## config.mk

```make
export PLATFORM = sky130hd
export DESIGN_NAME = multicycle_control_fsm_flat
export DESIGN_NICKNAME = d
export VERILOG_FILES = /design/src/rtl/multicycle_control_if.sv /design/src/rtl/multicycle_control_fsm.sv /design/src/flat_wrapper.sv
export SDC_FILE = /design/constraint.sdc
export NUM_CORES = 1
export LEC_CHECK = 0
export BUFFER_PORTS_ARGS = -buffer_cell sky130_fd_sc_hd__buf_2
export CAP_MARGIN = 10
export CORE_MARGIN = 4
export CORE_UTILIZATION = 57
export CTS_CLUSTER_SIZE = 10
export DETAILED_ROUTE_END_ITERATION = 6
export PLACE_DENSITY = 0.84
export SLEW_MARGIN = 20
export SYNTH_ARGS = -nofsm -noshare
export SYNTH_HDL_FRONTEND = slang
export SYNTH_SLANG_ARGS = --single-unit
```

## constraint.sdc

```tcl
create_clock -name clk -period 4.6 [get_ports clk]
set_input_delay 0.46 -clock clk [delete_from_list [all_inputs] [get_ports clk]]
set_output_delay 0.46 -clock clk [all_outputs]
set_load 0.005 [all_outputs]
```

## src/rtl/multicycle_control_if.sv

```systemverilog
// Control bundle between the multi-cycle sequencer and the MIPS datapath.
// The sequencer drives through "master". The datapath, or a bench, connects through "slave".
interface multicycle_control_if;
    logic [5:0] opcode;
    logic       zero;
    logic       mem_ready;
    logic       pc_write;
    logic       ir_write;
    logic       mem_read;
    logic       mem_write;
    logic       iord;
    logic       reg_write;
    logic       reg_dst;
    logic       mem_to_reg;
    logic       alu_src_a;
    logic [1:0] alu_src_b;
    logic [1:0] alu_op;
    logic [1:0] pc_source;
    logic       instr_done;
    logic       illegal;
    logic       bus_error;
    logic [3:0] state;

    modport master (
        input  opcode, zero, mem_ready,
        output pc_write, ir_write, mem_read, mem_write, iord, reg_write, reg_dst,
               mem_to_reg, alu_src_a, alu_src_b, alu_op, pc_source, instr_done,
               illegal, bus_error, state
    );

    modport slave (
        output opcode, zero, mem_ready,
        input  pc_write, ir_write, mem_read, mem_write, iord, reg_write, reg_dst,
               mem_to_reg, alu_src_a, alu_src_b, alu_op, pc_source, instr_done,
               illegal, bus_error, state
    );
endinterface

```

## src/rtl/multicycle_control_fsm.sv

```systemverilog
// Multi-cycle MIPS control sequencer: FETCH/DECODE/EXECUTE/MEMORY/WRITEBACK over one memory and one ALU.
// Handshake: a memory access completes in any cycle where mem_ready=1 while mem_read or mem_write is asserted.
module multicycle_control_fsm #(
    parameter int unsigned WAIT_LIMIT = 16,
    parameter int unsigned WAIT_W     = 5
) (
    input logic                  clk,
    input logic                  nrst,
    multicycle_control_if.master cif
);
    typedef enum logic [3:0] {
        S_FETCH    = 4'd0,  S_DECODE = 4'd1,  S_MEM_ADDR = 4'd2,  S_MEM_RD = 4'd3,
        S_MEM_WB   = 4'd4,  S_MEM_WR = 4'd5,  S_EXEC_R   = 4'd6,  S_R_WB   = 4'd7,
        S_EXEC_I   = 4'd8,  S_I_WB   = 4'd9,  S_BRANCH   = 4'd10, S_JUMP   = 4'd11,
        S_TRAP     = 4'd12
    } state_e;

    localparam logic [5:0] OP_RTYPE = 6'b000000;
    localparam logic [5:0] OP_ADDI  = 6'b001000;
    localparam logic [5:0] OP_LW    = 6'b100011;
    localparam logic [5:0] OP_SW    = 6'b101011;
    localparam logic [5:0] OP_BEQ   = 6'b000100;
    localparam logic [5:0] OP_BNE   = 6'b000101;
    localparam logic [5:0] OP_J     = 6'b000010;
    localparam logic [WAIT_W-1:0] WAIT_LAST = (WAIT_LIMIT == 0) ? '0 : WAIT_W'(WAIT_LIMIT - 1);

    // Registered state decode. The *_rdy and *_taken fields mark the few input-gated terms.
    typedef struct packed {
        logic       pc_write;
        logic       pc_write_rdy;
        logic       pc_write_taken;
        logic       ir_write_rdy;
        logic       mem_read;
        logic       mem_write;
        logic       iord;
        logic       reg_write;
        logic       reg_dst;
        logic       mem_to_reg;
        logic       alu_src_a;
        logic [1:0] alu_src_b;
        logic [1:0] alu_op;
        logic [1:0] pc_source;
        logic       done;
        logic       done_rdy;
    } ctrl_t;

    function automatic ctrl_t decode(input state_e s);
        ctrl_t c;
        c = '0;
        case (s)
            S_FETCH: begin
                c.mem_read = 1'b1; c.alu_src_b = 2'b01;
                c.pc_write_rdy = 1'b1; c.ir_write_rdy = 1'b1;
            end
            S_DECODE:             c.alu_src_b = 2'b11;
            S_MEM_ADDR, S_EXEC_I: begin c.alu_src_a = 1'b1; c.alu_src_b = 2'b10; end
            S_MEM_RD:             begin c.mem_read = 1'b1; c.iord = 1'b1; end
            S_MEM_WB:             begin c.reg_write = 1'b1; c.mem_to_reg = 1'b1; c.done = 1'b1; end
            S_MEM_WR:             begin c.mem_write = 1'b1; c.iord = 1'b1; c.done_rdy = 1'b1; end
            S_EXEC_R:             begin c.alu_src_a = 1'b1; c.alu_op = 2'b10; end
            S_R_WB:               begin c.reg_write = 1'b1; c.reg_dst = 1'b1; c.done = 1'b1; end
            S_I_WB:               begin c.reg_write = 1'b1; c.done = 1'b1; end
            S_BRANCH: begin
                c.alu_src_a = 1'b1; c.alu_op = 2'b01; c.pc_source = 2'b01;
                c.pc_write_taken = 1'b1; c.done = 1'b1;
            end
            S_JUMP:               begin c.pc_source = 2'b10; c.pc_write = 1'b1; c.done = 1'b1; end
            default:              c = '0;
        endcase
        return c;
    endfunction

    state_e            state_q, state_d;
    logic [WAIT_W-1:0] wait_q, wait_d;
    logic              illegal_q, bus_error_q;
    logic              set_illegal, set_bus_error;
    logic              timeout;
    ctrl_t             ctrl_q;

    assign timeout = (WAIT_LIMIT != 0) && (wait_q == WAIT_LAST);

    // The wait counter only advances while a state holds, so it reads zero on every entry.
    always_comb begin
        state_d       = state_q;
        wait_d        = '0;
        set_illegal   = 1'b0;
        set_bus_error = 1'b0;
        case (state_q)
            S_FETCH, S_MEM_RD, S_MEM_WR: begin
                if (cif.mem_ready) begin
                    if (state_q == S_FETCH)       state_d = S_DECODE;
                    else if (state_q == S_MEM_RD) state_d = S_MEM_WB;
                    else                          state_d = S_FETCH;
                end else if (timeout) begin
                    state_d       = S_TRAP;
                    set_bus_error = 1'b1;
                end else begin
                    wait_d = wait_q + WAIT_W'(1);
                end
            end
            S_DECODE: begin
                case (cif.opcode)
                    OP_RTYPE:       state_d = S_EXEC_R;
                    OP_ADDI:        state_d = S_EXEC_I;
                    OP_LW, OP_SW:   state_d = S_MEM_ADDR;
                    OP_BEQ, OP_BNE: state_d = S_BRANCH;
                    OP_J:           state_d = S_JUMP;
                    default: begin state_d = S_TRAP; set_illegal = 1'b1; end
                endcase
            end
            S_MEM_ADDR: begin
                if (cif.opcode == OP_LW)      state_d = S_MEM_RD;
                else if (cif.opcode == OP_SW) state_d = S_MEM_WR;
                else begin state_d = S_TRAP; set_illegal = 1'b1; end
            end
            S_EXEC_R:                               state_d = S_R_WB;
            S_EXEC_I:                               state_d = S_I_WB;
            S_R_WB, S_I_WB, S_MEM_WB, S_BRANCH, S_JUMP: state_d = S_FETCH;
            S_TRAP:                                 state_d = S_TRAP;
            default: begin state_d = S_TRAP; set_illegal = 1'b1; end
        endcase
    end

    always_ff @(posedge clk) begin
        if (!nrst) begin
            state_q     <= S_FETCH;
            wait_q      <= '0;
            illegal_q   <= 1'b0;
            bus_error_q <= 1'b0;
            ctrl_q      <= decode(S_FETCH);
        end else begin
            state_q     <= state_d;
            wait_q      <= wait_d;
            illegal_q   <= illegal_q | set_illegal;
            bus_error_q <= bus_error_q | set_bus_error;
            ctrl_q      <= decode(state_d);
        end
    end

    // nrst gates every control so a reset cycle can never complete a write.
    assign cif.pc_write   = nrst & (ctrl_q.pc_write
                                  | (ctrl_q.pc_write_rdy & cif.mem_ready)
                                  | (ctrl_q.pc_write_taken & (cif.zero ^ cif.opcode[0])));
    assign cif.ir_write   = nrst & ctrl_q.ir_write_rdy & cif.mem_ready;
    assign cif.mem_read   = nrst & ctrl_q.mem_read;
    assign cif.mem_write  = nrst & ctrl_q.mem_write;
    assign cif.iord       = nrst & ctrl_q.iord;
    assign cif.reg_write  = nrst & ctrl_q.reg_write;
    assign cif.reg_dst    = nrst & ctrl_q.reg_dst;
    assign cif.mem_to_reg = nrst & ctrl_q.mem_to_reg;
    assign cif.alu_src_a  = nrst & ctrl_q.alu_src_a;
    assign cif.alu_src_b  = {2{nrst}} & ctrl_q.alu_src_b;
    assign cif.alu_op     = {2{nrst}} & ctrl_q.alu_op;
    assign cif.pc_source  = {2{nrst}} & ctrl_q.pc_source;
    assign cif.instr_done = nrst & (ctrl_q.done | (ctrl_q.done_rdy & cif.mem_ready));
    assign cif.illegal    = illegal_q;
    assign cif.bus_error  = bus_error_q;
    assign cif.state      = state_q;
endmodule

```

## src/flat_wrapper.sv

```systemverilog
// flat-port wrapper written by rule: the top's interface ports become plain ports
module multicycle_control_fsm_flat 
#(
    parameter int unsigned WAIT_LIMIT = 16,
    parameter int unsigned WAIT_W     = 5
)
  (clk, nrst, cif_opcode, cif_zero, cif_mem_ready, cif_pc_write, cif_ir_write, cif_mem_read, cif_mem_write, cif_iord, cif_reg_write, cif_reg_dst, cif_mem_to_reg, cif_alu_src_a, cif_alu_src_b, cif_alu_op, cif_pc_source, cif_instr_done, cif_illegal, cif_bus_error, cif_state);
  multicycle_control_if cif_i ();
  input logic clk;
  input logic nrst;
  input wire logic [$bits(cif_i.opcode)-1:0] cif_opcode;
  input wire logic [$bits(cif_i.zero)-1:0] cif_zero;
  input wire logic [$bits(cif_i.mem_ready)-1:0] cif_mem_ready;
  output wire logic [$bits(cif_i.pc_write)-1:0] cif_pc_write;
  output wire logic [$bits(cif_i.ir_write)-1:0] cif_ir_write;
  output wire logic [$bits(cif_i.mem_read)-1:0] cif_mem_read;
  output wire logic [$bits(cif_i.mem_write)-1:0] cif_mem_write;
  output wire logic [$bits(cif_i.iord)-1:0] cif_iord;
  output wire logic [$bits(cif_i.reg_write)-1:0] cif_reg_write;
  output wire logic [$bits(cif_i.reg_dst)-1:0] cif_reg_dst;
  output wire logic [$bits(cif_i.mem_to_reg)-1:0] cif_mem_to_reg;
  output wire logic [$bits(cif_i.alu_src_a)-1:0] cif_alu_src_a;
  output wire logic [$bits(cif_i.alu_src_b)-1:0] cif_alu_src_b;
  output wire logic [$bits(cif_i.alu_op)-1:0] cif_alu_op;
  output wire logic [$bits(cif_i.pc_source)-1:0] cif_pc_source;
  output wire logic [$bits(cif_i.instr_done)-1:0] cif_instr_done;
  output wire logic [$bits(cif_i.illegal)-1:0] cif_illegal;
  output wire logic [$bits(cif_i.bus_error)-1:0] cif_bus_error;
  output wire logic [$bits(cif_i.state)-1:0] cif_state;
  assign cif_i.opcode = cif_opcode;
  assign cif_i.zero = cif_zero;
  assign cif_i.mem_ready = cif_mem_ready;
  assign cif_pc_write = cif_i.pc_write;
  assign cif_ir_write = cif_i.ir_write;
  assign cif_mem_read = cif_i.mem_read;
  assign cif_mem_write = cif_i.mem_write;
  assign cif_iord = cif_i.iord;
  assign cif_reg_write = cif_i.reg_write;
  assign cif_reg_dst = cif_i.reg_dst;
  assign cif_mem_to_reg = cif_i.mem_to_reg;
  assign cif_alu_src_a = cif_i.alu_src_a;
  assign cif_alu_src_b = cif_i.alu_src_b;
  assign cif_alu_op = cif_i.alu_op;
  assign cif_pc_source = cif_i.pc_source;
  assign cif_instr_done = cif_i.instr_done;
  assign cif_illegal = cif_i.illegal;
  assign cif_bus_error = cif_i.bus_error;
  assign cif_state = cif_i.state;
  multicycle_control_fsm #(.WAIT_LIMIT(WAIT_LIMIT), .WAIT_W(WAIT_W)) u_core (.clk(clk), .nrst(nrst), .cif(cif_i));
endmodule
```

==> impl_metrics.json, run 1 <==
{
  "die_area_um2": 3330,
  "crit_required_ns": 4.86,
  "postCtsResizedCells": 0,
  "grt_pass1_wl_um": 5360,
  "power.share.switching_pct": 36.5,
  "fmax_mhz": 404,
  "layout-drive-gt1-share_pct": 24.1,
  "die_w_um": 57.7,
  "intPower_uw": 360,
  "synth-seq-area-share_pct": 35.6,
  "dp_hpwl_um": 2360,
  "finalCritPeriodShare_pct": 53.8,
  "tightest_slew_ns": 0.567,
  "post_drt_wl_per_cell_um": 14.6,
  "post_cts_buffers": 0,
  "syn-num-nets": 177,
  "grt-ovfl-total": 0,
  "cp_top_family": "simple AND/OR/NAND/NOR gates",
  "utilization_pct": 69.8,
  "synth.distinct_cells": 50,
  "ir_drop_mv": 0.327,
  "synth_top_area_share_pct": 35.6,
  "ys_async_sr_fraction_pct": 0,
  "rows": 17,
  "portBuffers": 31,
  "power.leakage_uw": 0.000677,
  "setup_violations": 0,
  "antenna_found_initial": 0,
  "ys_seq_elements": 25,
  "syn_inst": 165,
  "hold_buffers": 0,
  "path_cells": "ha_1 > and3_1 > ha_1 > or4b_1 > o311ai_1 > a31oi_2 > nand3_2 > nor3b_1 > o31a_1",
  "slew_viol_final": 0,
  "netlist_top_cells_count": "dfxtp_1 (25), nor2_1 (16), and2_1 (13)",
  "htree_levels": 1,
  "nNetsFinal": 204,
  "crit_type": "reg2reg",
  "grt_max_degree": 30,
  "max_slew_margin_pct": 62.1,
  "synthTopCellsByArea": "dfxtp_1 (36%), and2_1 (5.8%), nor2_1 (4.3%)",
  "start_kind": "register",
  "grt_pass1_vias": 1205,
  "slowest_delay_ns": 0.47,
  "synth_edf_count": 0,
  "critPathArrivalTime_ns": 2.73,
  "p_comb_share_pct": 33.0,
  "synth.cell_area_um2": 1410,
  "routed_wl_um": 3200,
  "synth-main-ff-cell": "dfxtp_1",
  "vias": 1301,
  "areaGrowthSynthToFinish_pct": 12.9,
  "path_buf_inv": 0,
  "cts_tree": "done",
  "synth.most_common_cell": "dfxtp_1",
  "dr.first_iter.drc_count": 92,
  "p_switching_uw": 208,
  "p_seq_share_pct": 47.3,
  "n_antenna_cell": 0,
  "first_pass_iters": 4,
  "start_util_pct": 61.8,
  "die_h_um": 57.7,
  "clk_pin_slew_ns": 0.16,
  "boundaryPins": 32,
  "clk_path_buf_depth": 2,
  "via_per_inst": 5.94,
  "end_kind": "register",
  "avgSynthCellArea_um2": 8.52,
  "ys_warn_count": 0,
  "yosysTopAreaCell": "dfxtp_1",
  "hold_viol": 0,
  "core_um2": 2280,
  "worstHoldPathType": "reg2reg",
  "outcome": "finished clean",
  "cpMostUsedCell": "ha_1",
  "cap_violations": 0,
  "clock-sinks": 25,
  "power_uw": 568,
  "drc_errors": 0,
  "clock_power_share_pct": 19.8,
  "root_buffer": "clkbuf_4",
  "grt_setup_unrepaired": "false",
  "cts_buffers": 3,
  "path_max_fanout": 10,
  "clock_latency_ns": 0.34,
  "power.density_nw_per_um2": 358,
  "drtAntennaViolNets": 0,
  "setup_tns_ns": 0,
  "slowest_stage": "or4b_1",
  "fin_skew_ns": 0.00859,
  "grtUsageTotal_pct": 20.2,
  "period_minus_slack_ns": 2.47,
  "place_congestion": 0.937,
  "hold-worst-slack_ns": 0.464
}
## worst reg2reg max path: stages (launching register included)
cell and delay, ns:
dfxtp_1 0.35, ha_1 0.22, and3_1 0.19, ha_1 0.22, or4b_1 0.47, o311ai_1 0.10, a31oi_2 0.26, nand3_2 0.22
nor3b_1 0.10, o31a_1 0.26
## stage by stage
step / cell area (um2) / worst slack, ns / cells
2_1_floorplan: 1410 / 2.33 / 165
3_3_place_gp: 1560 / 2.23 / 215
3_5_place_dp: 1560 / 2.13 / 215
4_1_cts: 1590 / 2.11 / 219
5_1_grt: 1590 / 1.87 / 219
6_report: 1590 / 2.13 / 219
## layer usage
metal  track usage (%)  vias up  part of all wire (%)
li1                  -      646                     -
met1              25.2      595                    42
met2              33.5       48                    48
met3              4.90       12                   7.4
met4              7.62        0                   2.4
met5                 0        -                     0
## logic make-up (layout without fill, tap and decap cells)
kind of cell | Yosys count | after routing | share of synthesized area (%)
compound gates | 34 | 34 | 17.9
xor+xnor | 6 | 6 | 3.74
fa+ha+maj | 2 | 2 | 1.78
buf+inv | 14 | 40 | 4.18
flops | 25 | 25 | 35.6
simple gates | 84 | 84 | 36.8
## power groups by stage
stage / Combinational (uW) / Sequential (uW) / Clock (uW)
3_3_place_gp: 180 / 271 / 0
5_1_grt: 206 / 273 / 121
2_1_floorplan: 146 / 258 / 0
3_5_place_dp: 184 / 273 / 0
4_1_cts: 185 / 268 / 112
6_report: 187 / 268 / 112
## placed cells by master, fill, tap and decap left out, drive strengths merged, types with 3 or more instances in the layout
cell type  instances
o21ai              6
nand3              5
or4b               3
a211o              3
a21oi              5
nand3b             3
nand2b             4
xor2               4
and2              13
and3               4
nor2              16
nor2b              6
dfxtp             25
or2                3
buf               31
nand2              6
a31oi              4
nor3               9
inv                6
clkbuf             3
nor3b              3
## worst paths after layout
kind	startpoint	end	slack (ns)	cells after the start
setup reg to reg	u_core.wait_q[0]	u_core.ctrl_q[1]	2.13	9
setup / recovery	u_core.wait_q[0]	u_core.ctrl_q[1]	2.13	9
hold reg to reg	u_core.wait_q[0]	u_core.wait_q[0]	0.46	1
hold / removal	u_core.wait_q[0]	u_core.wait_q[0]	0.46	1
## state kept, by name, summed over array words and instances (netlist names)
name and count:
u_core.cif.state 4, u_core.ctrl_q 14, u_core.cif.bus_error 1, u_core.cif.illegal 1, u_core.wait_q 5
## cell type report
cell class	count	area, um2
clock buffer	3	22.5
clock inverter	1	8.76
fill	194	688
inverter	5	18.8
multi-input combinational	126	847
sequential	25	500
tap	28	35.0
timing repair buffer	31	155
Power figures use the tool's default switching activity.
==> run 2: changes to the inputs <==
--- a/config.mk
+++ b/config.mk
@@ -8,10 +8,10 @@
 export BUFFER_PORTS_ARGS = -buffer_cell sky130_fd_sc_hd__buf_2
 export CAP_MARGIN = 10
 export CORE_MARGIN = 4
-export CORE_UTILIZATION = 57
+export CORE_UTILIZATION = 53
 export CTS_CLUSTER_SIZE = 10
 export DETAILED_ROUTE_END_ITERATION = 6
-export PLACE_DENSITY = 0.84
+export PLACE_DENSITY = 0.79
 export SLEW_MARGIN = 20
 export SYNTH_ARGS = -nofsm -noshare
 export SYNTH_HDL_FRONTEND = slang
==> constraint.sdc (replaced) <==
create_clock -name clk -period 2.3 [get_ports clk]
set_input_delay 0.23 -clock clk [delete_from_list [all_inputs] [get_ports clk]]
set_output_delay 0.23 -clock clk [all_outputs]
set_load 0.005 [all_outputs]
==> run 2 against run 1 <==
Register-to-register slack got worse by 2.0 ns. Via count increased by 6.9%. Utilization is 1.9 points higher. Die area rose by 6.5%. Routed wire length rose by 14%. Total power rose by 120%. Critical path depth is the same. Sequential power rose by 90%. Critical endpoint is now u_core.ctrl_q[12].
==> impl_metrics.json, run 2 (synthesized netlist as in run 1, its figures left out) <==
{
  "dp_hpwl_um": 2610,
  "grt_pass1_vias": 1246,
  "start_util_pct": 56.3,
  "power.leakage_uw": 0.000770,
  "n_antenna_cell": 0,
  "ir_drop_mv": 0.498,
  "path_max_fanout": 6,
  "grt-ovfl-total": 0,
  "start_kind": "register",
  "portBuffers": 31,
  "die_h_um": 59.5,
  "tightest_slew_ns": 0.470,
  "final_cell_area_um2": 1790,
  "routed_wl_um": 3650,
  "worstHoldPathType": "in2reg",
  "cts_tree": "done",
  "htree_levels": 1,
  "max_slew_margin_pct": 68.5,
  "cts_buffers": 3,
  "final_common_cell": "buf_2",
  "root_buffer": "clkbuf_4",
  "utilization_pct": 71.6,
  "slew_viol_final": 0,
  "period_minus_slack_ns": 2.19,
  "mostFrequentLayoutCells": "buf_2 (31), dfxtp_1 (22), nor2_1 (16)",
  "clk_path_buf_depth": 2,
  "first_pass_iters": 4,
  "vias": 1391,
  "cap_violations": 0,
  "hold_buffers": 0,
  "grt_max_degree": 30,
  "die_area_um2": 3540,
  "areaGrowthSynthToFinish_pct": 27.3,
  "crit_type": "reg2reg",
  "die_w_um": 59.5,
  "power.density_nw_per_um2": 695,
  "multi_input_area_um2": 921,
  "rr_startpoint": "u_core.wait_q[0]",
  "via_per_inst": 5.87,
  "nNetsFinal": 220,
  "critPathArrivalTime_ns": 2.44,
  "worstHoldEndpoint": "u_core.ctrl_q[17]",
  "finalCritPeriodShare_pct": 95.4,
  "rows": 18,
  "post_drt_wl_per_cell_um": 15.4,
  "grt_pass1_wl_um": 5880,
  "grtUsageTotal_pct": 22.3,
  "ff_latch_area_um2": 504,
  "boundaryPins": 32,
  "place_congestion": 0.876,
  "largest_reg_flops": 14,
  "fmax_mhz": 456,
  "clock_latency_ns": 0.33,
  "hold-worst-slack_ns": 0.307,
  "hold_start": "nrst",
  "drc_errors": 0,
  "hold_viol": 0,
  "regToRegSetupSlack_ns": 0.11,
  "clk_pin_slew_ns": 0.15,
  "r2r_end": "u_core.ctrl_q[12]",
  "end_kind": "register",
  "whs_path_depth": 2,
  "drtAntennaViolNets": 0,
  "outcome": "finished clean",
  "fill_cells": 202,
  "clock-sinks": 25,
  "setup_violations": 0,
  "core_um2": 2500,
  "rr_worst_depth": 9,
  "regMostFlops": "u_core.ctrl_q",
  "dr.first_iter.drc_count": 104,
  "fin_skew_ns": 0.00952,
  "dpl_cell_area_um2": 1660,
  "antenna_found_initial": 0,
  "layout-drive-gt1-share_pct": 36.2,
  "crit_required_ns": 2.54
}
==> run 2: cell types whose count changed in the layout (fill, tap and decap cells not counted), moves of 2 or more <==
cell / change
ha_1: -2
dfxtp_2: +3
dfxtp_1: -3
buf_4: +15
==> run 2: power by group <==
| group | internal [uW] | leakage (uW) | switching (uW) |
|---|---|---|---|
| clock | 66.7 | 0.0000139 | 144 |
| sequential | 488 | 0.000205 | 21.2 |
| combinational | 242 | 0.000551 | 283 |
| total | 796 | 0.000770 | 448 |
==> run 2: how the worst max path moves through the flow <==
stage                                start           endpoint  slack [ns]  depth (start not counted)
after CTS                 u_core.wait_q[0]  u_core.ctrl_q[10]        0.02                          9
after global placement    u_core.wait_q[0]   u_core.ctrl_q[1]       -0.01                          8
after detailed placement  u_core.wait_q[0]   u_core.ctrl_q[1]       -0.08                          8
after global routing      u_core.wait_q[0]  u_core.ctrl_q[12]       -0.02                          9
after floorplan           u_core.wait_q[0]   u_core.ctrl_q[1]        0.03                          9
final                     u_core.wait_q[0]  u_core.ctrl_q[12]        0.11                          9
==> run 2: cell type report <==
cell class / count / share of cell area [%]
sequential: 25 / 28.2
multi-input combinational: 126 / 51.4
timing repair buffer: 47 / 15.6
tap: 30 / 2.10
clock buffer: 3 / 1.26
clock inverter: 1 / 0.419
inverter: 5 / 1.05
==> run 2: routing by layer <==
metal | wire, um | vias up | global-route usage [%] | part of all wire, %
li1 | - | 681 | - | -
met1 | 1540 | 649 | 29.2 | 42
met2 | 1730 | 47 | 35.9 | 47
met3 | 266 | 14 | 4.58 | 7.3
met4 | 114 | 0 | 8.54 | 3.1
met5 | 0 | - | 0 | 0
==> run 2: stage by stage <==
stage	instances	TNS, ns	setup WS, ns	power [uW]
global placement	231	-0.0130	-0.0130	980
global route	237	-0.0176	-0.0176	1320
CTS	237	0	0.0165	1230
detailed placement	231	-0.114	-0.0759	990
finish	237	0	0.106	1240
floorplan	165	0	0.0261	808
==> run 2: worst max-delay path, stage by stage (launching register included) <==
cell	delay, ns
dfxtp_2	0.35
ha_2	0.18
and3_4	0.18
ha_4	0.16
nor2_1	0.19
o31ai_1	0.14
nor4b_4	0.49
buf_4	0.22
xnor2_1	0.14
nor4_2	0.05
==> run 2: repair_timing <==
action | CTS | global route
gates cloned | 0 | 0
gates resized for setup | 10 | 8
endpoints found under the setup margin | 6 | 8
setup buffers | 3 | 1
pin swaps | 5 | 7
endpoints found under the hold margin | 0 | 0
